### src/rtl/pool_fc_packer.sv
// Packs a stream of pooled pixel bytes into LANES-wide words for the FC stage.
// Tracks words per frame and flags a sticky error when the count differs from EXP_WORDS.
module pool_fc_packer #(
    parameter int LANES     = 12,
    parameter int EXP_WORDS = 96
) (
    input  logic               i_clk,
    input  logic               i_rst_n,
    input  logic               i_start,
    input  logic [7:0]         i_px_data,
    input  logic               i_px_valid,
    input  logic               i_px_last,
    output logic [8*LANES-1:0] o_pool_data,
    output logic               o_pool_valid,
    output logic               o_pool_end,
    output logic               o_busy,
    output logic               o_err
);
    localparam int            LW        = (LANES > 1) ? $clog2(LANES) : 1;
    localparam logic [LW-1:0] LAST_LANE = LW'(LANES - 1);
    localparam logic [15:0]   EXP_CNT   = 16'(EXP_WORDS);

    typedef enum logic [1:0] {
        ST_IDLE,
        ST_COLLECT,
        ST_END
    } state_t;

    state_t             state;
    state_t             state_nxt;
    logic [LW-1:0]      lane_cnt;
    logic [8*LANES-1:0] lane_buf;
    logic [8*LANES-1:0] word_nxt;
    logic [15:0]        word_cnt;
    logic               take;
    logic               emit;

    // Start always wins over a byte arriving in the same cycle.
    assign take   = (state == ST_COLLECT) && !i_start && i_px_valid;
    assign emit   = take && ((lane_cnt == LAST_LANE) || i_px_last);
    assign o_busy = (state == ST_COLLECT) || (state == ST_END);

    // The partially filled buffer with the incoming byte merged into its lane;
    // lanes not yet written stay zero because the buffer clears on every emit.
    always_comb begin
        word_nxt = lane_buf;
        word_nxt[8*lane_cnt +: 8] = i_px_data;
    end

    always_comb begin
        state_nxt = state;
        case (state)
            ST_IDLE:    if (i_start) state_nxt = ST_COLLECT;
            ST_COLLECT: if (take && i_px_last) state_nxt = ST_END;
            ST_END:     state_nxt = ST_IDLE;
            default:    state_nxt = ST_IDLE;
        endcase
    end

    always_ff @(posedge i_clk or negedge i_rst_n) begin
        if (!i_rst_n) begin
            state <= ST_IDLE;
        end else begin
            state <= state_nxt;
        end
    end

    // END ignores every input; otherwise a start clears the frame, including an
    // in-progress one, before any byte is considered.
    always_ff @(posedge i_clk or negedge i_rst_n) begin
        if (!i_rst_n) begin
            lane_cnt     <= '0;
            lane_buf     <= '0;
            word_cnt     <= '0;
            o_pool_data  <= '0;
            o_pool_valid <= 1'b0;
            o_pool_end   <= 1'b0;
            o_err        <= 1'b0;
        end else begin
            o_pool_valid <= 1'b0;
            o_pool_end   <= 1'b0;
            if (state == ST_END) begin
                o_pool_end <= 1'b1;
                if (word_cnt != EXP_CNT) begin
                    o_err <= 1'b1;
                end
            end else if (i_start) begin
                lane_cnt <= '0;
                lane_buf <= '0;
                word_cnt <= '0;
                o_err    <= 1'b0;
            end else if (take) begin
                if (emit) begin
                    o_pool_data  <= word_nxt;
                    o_pool_valid <= 1'b1;
                    lane_buf     <= '0;
                    lane_cnt     <= '0;
                    if (word_cnt != 16'hFFFF) begin
                        word_cnt <= word_cnt + 16'd1;
                    end
                end else begin
                    lane_buf <= word_nxt;
                    lane_cnt <= lane_cnt + 1'b1;
                end
            end
        end
    end
endmodule

### config.mk
export PLATFORM = sky130hd
export DESIGN_NAME = pool_fc_packer
export DESIGN_NICKNAME = d
export VERILOG_FILES = /design/src/rtl/pool_fc_packer.sv
export SDC_FILE = /design/constraint.sdc
export NUM_CORES = 1
export LEC_CHECK = 0
export CORE_MARGIN = 5
export CORE_UTILIZATION = 45
export CTS_CLUSTER_SIZE = 8
export DETAILED_ROUTE_END_ITERATION = 7
export PLACE_DENSITY = 0.66
export SYNTH_ARGS = -nofsm -noshare
export SYNTH_HDL_FRONTEND = slang
export SYNTH_SLANG_ARGS = --single-unit
### constraint.sdc
create_clock -name i_clk -period 5.8 [get_ports i_clk]
set_input_delay 1.16 -clock i_clk [delete_from_list [all_inputs] [get_ports i_clk]]
set_output_delay 1.16 -clock i_clk [all_outputs]
set_load 0.05 [all_outputs]
# [After elaboration in Yosys (flattened, before gate mapping)]
# Index checks and enable logic that the tools add are counted.
[classes] addsub=3 eq_ne=8 shift=2 muxes=22 bitwise=2 reduce_logical=17
[ops] op="$mux 96" n=3
[ops] op="$bwmux 96" n=1
[ops] op="$shift 8x34->96 const A" n=1
[ops] op="$shiftx 8x34->96" n=1
[ops] op="$mux 16" n=4
[ops] op="$neg 7->34" n=1
[ops] op="$add 16x1->16 const B" n=1
[ops] op="$ne 16x16->1 const B" n=1
[ops] op="$ne 16x7->1 const B" n=1
[ops] op="$mux 4" n=3
[ops] op="$mux 1" n=8
[ops] op="$reduce_and 4->1" n=2
[ops] op="$reduce_bool 2->1" n=4
[ops] op="$reduce_and 2->1" n=3
[ops] op="$add 4x1->4 const B" n=1
[ops] op="$eq 4x4->1 const B" n=1
[ops] op="$logic_and 1x1->1" n=4
[ops] op="$mux 2" n=2
[ops] op="$ne 2x1->1 const B" n=2
[ops] op="$pmux 2 s2" n=1
[ops] op="$eq 2x1->1 const B" n=1
[ops] op="$eq 2x2->1 const B" n=1
[ops] op="$logic_not 2->1" n=1
[ops] op="$logic_or 1x1->1" n=2
[ops] op="3 further kinds" n=4
[word_totals] regBits=217 input_bits=13 out_inout_bits=100 word_cells=62

# [Depth between registers and ports, before layout]
[logic_depth] ltp_word=8 ltp_mapped=11 ltp_nobuf=7

# [Worst setup path before layout]
# No wires, ideal clock.
[synth_path] path_kind="input to register" start="input i_start" end="register lane_buf[40]" setup_ps=68 t_arrival_ps=2446 required_ps=5732 setup_slack_ps=3286 cell_stages=6 n_path_buf=2 path_cell_list="buf_2 > nor2_2 > nand2_1 > clkbuf_1 > o21ai_1 > a22o_1"
[synth_via] elab_chain_len=7 word_cells_on_any_way=9 cone_classes="mux (3); reduce/logical (6)"
[synth_rtl] element="start, declared" line="9" text="input logic i_start,"
[synth_rtl] element="$logic_not 1->1" line="39" text="assign take = (state == ST_COLLECT) && !i_start && i_px_valid;"
[synth_rtl] element="$logic_and 1x1->1 (2 in series)" line="39"
[synth_rtl] element="$logic_and 1x1->1" line="40" text="assign emit = take && ((lane_cnt == LAST_LANE) || i_px_last);"
[synth_rtl] element="$mux 96" line="93" text="if (emit) begin"
[synth_rtl] element="$mux 96" line="92" text="end else if (take) begin"
[synth_rtl] element="$mux 96" line="87" text="end else if (i_start) begin"
[synth_rtl] element="end signal, assigned" line="102" text="lane_buf <= word_nxt;"
[synth_rtl] element="end, declared" line="32" text="logic [8*LANES-1:0] lane_buf;"
# Several ways; a longest one is shown, not always the timed one. The select of a mux whose other input is x is not followed.
# A chain may end at the register's enable or synchronous reset.

# [Worst setup path after layout]
[layout_path] start="input i_start" end="register lane_buf[45]"
# The elaborated chain is that of the path after synthesis.

==> impl_metrics.csv <==
group,metric,value,unit
status,status,"completed",
final_layout,nNetsFinal,1028,
clock_tree,clkTransAtPathRegs,50,ps
synth,synth_edf_count,0,
synth,netlist_instances,909,
clock_tree,ctsResizeCount,0,
sta,hold-worst-slack,472,ps
pwr,power_frac_seq,0.409,
floorplan,num_rows,53,
drt,routed_wl,24200,um
clock_tree,ctsHoldBuffers,0,
grt,grt_pass1_wl,39200,um
synth,synth-main-ff-cell,"dfrtp_1",
grt,gr-total-overflow,0,
drt,drtIter0Drc,409,
sta,skew,18.7,ps
synth,synth_area,9690,um^2
sta,slew_violations,0,
pwr,leakagePower,5.20,nW
clock_tree,clk_latency,530,ps
sta,tightest_slew,865,ps
worst_setup_path,cp.arrival,4170,ps
synth,synth_area_leaders,"dfrtp_1 56%, mux2i_1 8.7%, nand2_1 6.1%, a22o_1 5.1%, o21ai_0 5.0%",
worst_setup_path,path_max_fanout,12,
pwr,internal-power,2.76,mW
pwr,p_clk_frac,0.384,
job,maxCapViolCount,0,
floorplan,core_area,21100,um^2
grt,grt_max_degree,156,
place,placed_cell_area,11000,um^2
clock_tree,cts_buffer_depth,3,
synth,yosys.area.top_type,"dfrtp_1",
place,dp_hpwl,15600,um
place,gp_congestion,0.826,
sta,period_minus_slack,3730,ps
drt,first_pass_iters,4,
pwr,p_comb_frac,0.207,
drt,drc,0,
final_layout,fillers,1830,
synth,ys_types,54,
final_layout,drive_above_1_share,0.0736,
grt,track_usage,0.198,
drt,wl_met2,11100,um
drt,drtAntennaViolNets,0,
final_layout,syn2layout_area_growth,22.0,%
clock_tree,post_cts_buffers,0,
final_layout,fin_area,11800,um^2
worst_setup_path,worst_setup_path_start_kind,"primary input",
floorplan,die-area,24600,um^2
hold_path,hp-class,"reg2reg",
drt,wl_met3,1100,um
worst_setup_path,worstSetupPathType,"in2reg",
synth,synth_warnings,0,
clock_tree,cts_tree,"done",
synth,synth.most_common_cell,"dfrtp_1",
synth,async_flop_share,1.00,
sta,slew_headroom,0.421,
pwr,swShare,0.305,
synth,synth_top_area_frac,0.560,
sta,final-hold-violation-count,0,
floorplan,die_x,157,um
clock_tree,clockRootBuffer,"clkbuf_16",
worst_setup_path,crit_path_end_kind,"flip-flop",
sta,setup_viol,0,
sta,rsz0062_at_grt,"false",
drt,routedLengthMet1,11600,um
sta,tns,0,ps
clock_tree,h-tree-depth,1,
synth,synth_nets,932,
drt,vias,7123,
drt,avgRoutedWirePerCell,18.9,um
pwr,finalPower,3.97,mW
pwr,p_per_area,336,nW/um^2
clock_tree,numCtsBuffers,31,
synth,synth_commonest_cells,"217 x dfrtp_1, 158 x nand2_1, 96 x o21ai_0",
floorplan,start_util,0.460,
worst_setup_path,required,6240,ps
pwr,p_switching,1.21,mW
grt,first_global_vias,6958,
sta,max_freq,268,MHz
grt,antenna_found_initial,0,
sta,fin_crit_sh,0.643,
final_layout,multiInputGateArea,3960,um^2
floorplan,ios,113,
final_layout,seq_area,5430,um^2
drt,dr.max_layer_used,"met4",
clock_tree,cts_sinks,217,
floorplan,die_h,157,um
synth,syn-mean-instance-area,10.7,um^2
drt,post_drt_via_cell_ratio,5.56,
pwr,ir_drop,0.255,mV
synth,synth_seq_area_share,0.560,
synth,ys_ff_latch,217,
final_layout,n_antenna_cell,0,
place,portBuffers,112,
==> metal layers <==
| layer | track usage | up-vias |
|---|---|---|
| met3 | 0.0329 | 23 |
| met4 | 0.0467 | 0 |
| met2 | 0.302 | 158 |
| met5 | 0 | - |
| met1 | 0.298 | 3536 |
| li1 | - | 3406 |
==> critical path, cell delays in order <==
cell and delay, ps:
clkdlybuf4s50_1 730, a21oi_1 170, nor2_1 690, nand3_2 400, nor3_1 780, a22o_1 230
==> per-stage QoR <==
step,utilization,setup slack (ps),cells
finish,0.561,2070,1280
global route,0.561,1850,1280
global placement,0.523,1760,1247
detailed placement,0.523,1600,1247
floorplan,-,3290,909
CTS,0.561,2140,1280
==> cell families (layout without fill, tap and decap cells) <==
group | count (synthesis) | after routing | synth area share
AND/OR/NAND/NOR | 266 | 266 | 0.131
AO/OA/AOI/OAI | 252 | 252 | 0.168
flip-flops | 217 | 217 | 0.560
multiplexers | 84 | 84 | 0.0868
buffers and inverters | 74 | 170 | 0.0358
adder cells (fa/ha/maj) | 10 | 10 | 0.0129
XOR/XNOR | 6 | 6 | 0.00542
==> power by group through the flow <==
| stage | Clock [mW] | Combinational (mW) | Sequential (mW) |
|---|---|---|---|
| 3_3_place_gp | 0 | 0.821 | 1.65 |
| 6_report | 1.52 | 0.823 | 1.63 |
| 3_5_place_dp | 0 | 0.827 | 1.65 |
| 2_1_floorplan | 0 | 0.462 | 1.75 |
| 5_1_grt | 1.63 | 0.892 | 1.63 |
| 4_1_cts | 1.57 | 0.829 | 1.63 |
==> layout by cell type, fill, tap and decap left out, types with 7 or more instances in the layout <==
master           synthesis  final
o211ai_1                 7      7
nor3_1                   7      7
inv_1                   12     12
nor2_1                  20     20
clkbuf_16                0     31
ha_1                    10     10
o21ai_1                 39     39
o21ai_0                 96     95
and3_1                  17     17
nand2b_1                 7      7
nand2_1                158    158
mux2i_1                 84     84
a22o_1                  56     56
clkdlybuf4s50_1          0    111
o2bb2ai_1               16     16
dfrtp_1                217    217
a21oi_1                 19     19
buf_4                    9     11
==> sequential cells by signal (all words and copies together), names as in the netlist <==
signal	count
lane_buf	96
o_pool_data	96
word_cnt	16
lane_cnt	4
state	2
o_err	1
o_pool_end	1
o_pool_valid	1
==> final cells by class <==
cell class                 count  area share
clock buffer                  32      0.0668
timing repair buffer         125       0.106
multi-input combinational    618       0.335
tap                          275      0.0291
clock inverter                 1    0.000635
inverter                      12     0.00381
sequential                   217       0.459
==> final timing paths <==
path | start | end | slack [ps] | cells past startpoint
setup / recovery | i_start | lane_buf[45] | 2070 | 6
hold / removal | o_pool_data[93] | o_pool_data[93] | 470 | 2
setup reg to reg | state[1] | lane_buf[45] | 2720 | 7
hold reg to reg | o_pool_data[93] | o_pool_data[93] | 470 | 2
max in group asynchronous | i_rst_n | lane_buf[58] | 3960 | 2
min in group asynchronous | i_rst_n | word_cnt[1] | 710 | 1
No activity file was read; power rests on OpenSTA's default activity.
